File: src/rtl/ram_arbiter.sv
// ram_arbiter: round-robin, burst-limited two-master arbiter for a single-port synchronous RAM
module ram_arbiter #(
  parameter int ADDR_BUS_LEN = 12,
  parameter int DATA_WIDTH   = 32,
  parameter int MAX_BURST    = 4
) (
  input  logic                    clk_i,
  input  logic                    rst_i,
  input  logic                    m0_req_i,
  input  logic                    m1_req_i,
  input  logic [ADDR_BUS_LEN-1:0] m0_addr_i,
  input  logic [ADDR_BUS_LEN-1:0] m1_addr_i,
  input  logic [DATA_WIDTH-1:0]   m0_data_i,
  input  logic [DATA_WIDTH-1:0]   m1_data_i,
  input  logic                    m0_wr_w_i,
  input  logic                    m0_wr_h_i,
  input  logic                    m0_wr_b_i,
  input  logic                    m1_wr_w_i,
  input  logic                    m1_wr_h_i,
  input  logic                    m1_wr_b_i,
  output logic                    m0_gnt_o,
  output logic                    m1_gnt_o,
  output logic                    m0_rd_valid_o,
  output logic                    m1_rd_valid_o,
  output logic [DATA_WIDTH-1:0]   data_o,
  output logic                    ram_cs_o,
  output logic [ADDR_BUS_LEN-1:0] ram_addr_o,
  output logic [DATA_WIDTH-1:0]   ram_in_o,
  output logic                    ram_write_w_o,
  output logic                    ram_write_h_o,
  output logic                    ram_write_b_o,
  input  logic [DATA_WIDTH-1:0]   ram_out_i
);
  typedef enum logic [1:0] {IDLE, OWN0, OWN1} st_t;
  localparam logic [3:0] MB = 4'(MAX_BURST);
  st_t        st, st_nxt;
  logic       last, last_nxt, sel, any;
  logic [3:0] cnt, cnt_nxt;
  always_ff @(posedge clk_i) begin
    if (!rst_i) begin
      st            <= IDLE;
      last          <= 1'b1;
      cnt           <= 4'd0;
      m0_rd_valid_o <= 1'b0;
      m1_rd_valid_o <= 1'b0;
    end else begin
      st            <= st_nxt;
      last          <= last_nxt;
      cnt           <= cnt_nxt;
      m0_rd_valid_o <= m0_gnt_o & ~(m0_wr_w_i | m0_wr_h_i | m0_wr_b_i);
      m1_rd_valid_o <= m1_gnt_o & ~(m1_wr_w_i | m1_wr_h_i | m1_wr_b_i);
    end
  end
  // sel picks master 1; only meaningful when some master requests
  always_comb begin
    any      = m0_req_i | m1_req_i;
    sel      = !m0_req_i ? 1'b1 : !m1_req_i ? 1'b0 :
               st == OWN0 ? (cnt >= MB) : st == OWN1 ? (cnt < MB) : !last;
    m0_gnt_o = any & ~sel;
    m1_gnt_o = any & sel;
    st_nxt   = !any ? IDLE : sel ? OWN1 : OWN0;
    last_nxt = any ? sel : last;
    cnt_nxt  = !any ? 4'd0 : st_nxt != st ? 4'd1 : cnt == 4'hf ? cnt : cnt + 4'd1;
    ram_cs_o      = any;
    ram_addr_o    = m1_gnt_o ? m1_addr_i : m0_gnt_o ? m0_addr_i : '0;
    ram_in_o      = m1_gnt_o ? m1_data_i : m0_gnt_o ? m0_data_i : '0;
    ram_write_w_o = m1_gnt_o ? m1_wr_w_i : m0_gnt_o & m0_wr_w_i;
    ram_write_h_o = m1_gnt_o ? m1_wr_h_i : m0_gnt_o & m0_wr_h_i;
    ram_write_b_o = m1_gnt_o ? m1_wr_b_i : m0_gnt_o & m0_wr_b_i;
    data_o        = ram_out_i;
  end
endmodule

File: config.mk
export PLATFORM = sky130hd
export DESIGN_NAME = ram_arbiter
export DESIGN_NICKNAME = d
export VERILOG_FILES = /design/src/rtl/ram_arbiter.sv
export SDC_FILE = /design/constraint.sdc
export NUM_CORES = 1
export LEC_CHECK = 0
export ABC_AREA = 1
export BUFFER_PORTS_ARGS = -buffer_cell sky130_fd_sc_hd__buf_2
export CORE_AREA = 3 3 81 83
export DETAILED_ROUTE_END_ITERATION = 10
export DIE_AREA = 0 0 84 86
export PLACE_DENSITY = 0.73
export SYNTH_ARGS = -nofsm -noshare
export SYNTH_HDL_FRONTEND = slang
export SYNTH_SLANG_ARGS = --single-unit
File: constraint.sdc
create_clock -name clk_i -period 1.47 [get_ports clk_i]
set_clock_uncertainty 0.05 [all_clocks]
set_input_delay 0.147 -clock clk_i [delete_from_list [all_inputs] [get_ports clk_i]]
set_output_delay 0.147 -clock clk_i [all_outputs]
set_load 0.01 [all_outputs]
==> metrics.md <==
| Metric | Value |
|---|---|
| Synthesized area per cell | `7.69 µm²` |
| First-pass GRT wire length | `~7.5 mm` |
| DRC violation total after the first TritonRoute iteration | `a little over 60` |
| CTS Sinks | `9` |
| Initial antenna violation count | `0` |
| Routing usage on met1 | `0.139` |
| Area leader, netlist | `a22o_1` |
| Peak VDD IR | `roughly 230 µV` |
| Max_slew headroom | `0.851` |
| Final hold slack | `between 150 and 200 ps` |
| Pwr dens | `between 600 and 700 nW/µm²` |
| Synth area leaders | `a22o_1 33%, buf_4 23%, dfxtp_1 15%` |
| Tcrit/Tclk final | `1.25` |
| Yosys reg bits | `9` |
| Post-synth top area share | `0.325` |
| DRT Pass-1 Iters | `4` |
| Kind of critical path | `flop to primary output` |
| Count of unique library cells instantiated by Yosys | `24` |
| GR peak layer | `met2` |
| Count leader, synth | `a22o_1` |
| YS warnings | `0` |
| Routing usage on met2 | `0.244` |
| Placer congestion estimate | `roughly 0.87` |
| Status | `finished with violations` |
| Ratio of cells with drive above 1 in the final layout | `0.669` |
| Fin. max-slew vios | `0` |
| Min setup slack post-route | `-363 ps` |
| Die span in y | `around 86 µm` |
| Ys async rst share | `0` |
| Worst slew pin tran | `223 ps` |
| Nets | `about 420` |
| Fin crit period | `between 1500 and 2000 ps` |
| Share of the yosys chip area belonging to registers | `0.152` |
| RSZ-0062 raised after global routing | `yes` |
| Vias in the first global route | `around 1600` |
| Dpl hpwl | `around 4.4 mm` |
| Met3 usage in global routing | `0.0423` |
| Core area | `5920 µm²` |
| Via-to-Cell Ratio | `approximately 4.6` |
| CTS Hold Bufs | `0` |
| Cell Area, Synth | `1180 µm²` |
| Io pins | `approximately 210` |
| Worst Hold Class | `primary input to flop` |
| Commonest cells post-synth | `44 x a22o_1, 36 x buf_4, 12 x inv_1` |
| EDFF count, synth | `0` |
| DR WL/cell | `15.3 µm` |
| Routed Wire Length | `approximately 5.5 mm` |
| Max-cap violations | `0` |
| Residual DRC | `0` |
| Syn Nets | `285` |
| Worst Setup Start Kind | `flop` |
| Die area | `7220 µm²` |
| Antenna fix cells | `0` |
| Largest net degree at the start of global routing | `33` |
| Clock slew seen by the registers of the worst setup and hold paths | `~50 ps` |
| GRT Total Usage | `0.127` |
| Clk root buf | `clkbuf_8` |
| Rows | `28` |
| H-tree depth | `1` |
| Final setup fails | `53` |
| Post-DRT Antenna Nets | `0` |
| Final Hold Vio Count | `0` |
| CTS buffer count | `3` |
| Die width | `84 µm` |
| Leak pwr | `approximately 1.2 nW` |
| Crit Path Max Fanout | `14` |
| Initial cell density of the core | `0.200` |
| Crit. End Element | `primary output` |
| TritonCTS clock tree | `built` |
| Total number of vias | `~1600` |
| WP data arrival | `1640 ps` |
| Critical path required time | `about 1300 ps` |
| Layout area overhead | `71.8%` |
| Post-Syn Instances | `between 150 and 200` |
| Clock Latency Late Sink | `230 ps` |
| F_max | `about 550 MHz` |
| Failing checks | `setup timing` |
| Max clock buf depth | `2` |
| Power, Total | `1.34 mW` |
| Global route total overflow | `0` |
| Top_reg_cell synth | `dfxtp_1` |
| Number of port buffers | `between 100 and 150` |
## flip-flops by register name, summed over array words and instances, names as in the netlist
name / count
m1_rd_valid_o: 1
st: 2
last: 1
cnt: 4
m0_rd_valid_o: 1
## cell type report
type | count | area, µm²
tap | 75 | 93.8
inverter | 15 | 68.8
timing repair buffer | 167 | 981
sequential | 9 | 185
clock buffer | 4 | 45.0
multi-input combinational | 89 | 662
fill | 630 | 3880
## where the power goes
part           leakage, nW  switching (mW)  total, mW  internal, mW
Combinational         1.08           0.368      0.785         0.417
Clock               0.0228          0.0998      0.289         0.189
Sequential          0.0754         0.00911      0.266         0.257
Total                 1.18           0.477       1.34         0.863
## cells by family (layout without fill, tap and decap cells)
kind of cell / Yosys count / after routing / share of synthesized area
AOI/OAI and AO/OA: 51 / 51 / 0.358
xor gates and xnor gates: 1 / 1 / 0.00739
adders and majority gates: 1 / 1 / 0.0106
buffers and inverters: 56 / 186 / 0.320
DFF: 9 / 9 / 0.152
muxes: 1 / 1 / 0.00950
and+or+nand+nor: 35 / 35 / 0.143
## what timing repair did
action / 4_1_cts / 5_1_grt
setup endpoints to repair: 53 / 53
resized for setup: 13 / 10
setup buffers: 5 / 3
pin swaps: 6 / 6
cloned: 1 / 2
## stage by stage
stage	setup TNS [ps]	cells	area, µm²	utilization	worst slack, ps
floorplan	-631	154	1190	-	-19.8
global placement	-3650	347	1820	0.308	-124
finish	-16800	359	2040	0.344	-363
CTS	-17590	356	1980	0.334	-403
detailed placement	-4910	347	1820	0.308	-150
global route	-21140	359	2040	0.344	-441
## worst max-delay path, stage by stage, from the launching register on
cell     delay [ps]
dfxtp_2         330
inv_2            60
nand2_2          60
nor2_2          120
nor2_2           50
nand3_2          80
nand2_4          90
nand2_4          90
inv_8            50
buf_12          140
a22o_1          200
buf_2           140
## placed cells by master, fill, tap and decap left out
cell and n:
clkbuf_8 3, ha_1 1, a22o_1 44, nand2_1 6, buf_12 5, or2_2 1
inv_2 2, nand3_1 9, nor2_1 9, a21oi_1 3, clkbuf_1 1, mux2_2 1
xor2_1 1, o21ai_0 1, inv_6 1, nand2_2 1, dfxtp_2 4, nor2_2 2
inv_1 11, nand2_4 2, inv_8 1, o22ai_2 3, clkbuf_16 1, dfxtp_1 5
nand4_1 1, nor3_1 2, nor2_4 1, buf_2 147, buf_6 4, nand3_2 1
buf_4 10
## path summary, 6_finish.rpt
check / end / slack [ps] / cells after the start / startpoint
worst max-delay path: ram_in_o[20] / -360 / 11 / st[0]
worst min-delay path: m0_rd_valid_o / 150 / 4 / m0_wr_w_i
worst max register to register: cnt[3] / -140 / 12 / st[0]
worst min register to register: last / 450 / 2 / last
## metal layers
layer / up-vias / share of wire / routed length (µm)
met5: - / 0 / 0
met4: 0 / 0.0016 / 9
met3: 2 / 0.092 / 504
met2: 98 / 0.54 / 2960
met1: 756 / 0.37 / 2010
li1: 782 / - / -
(Power assumes the default switching activity.)
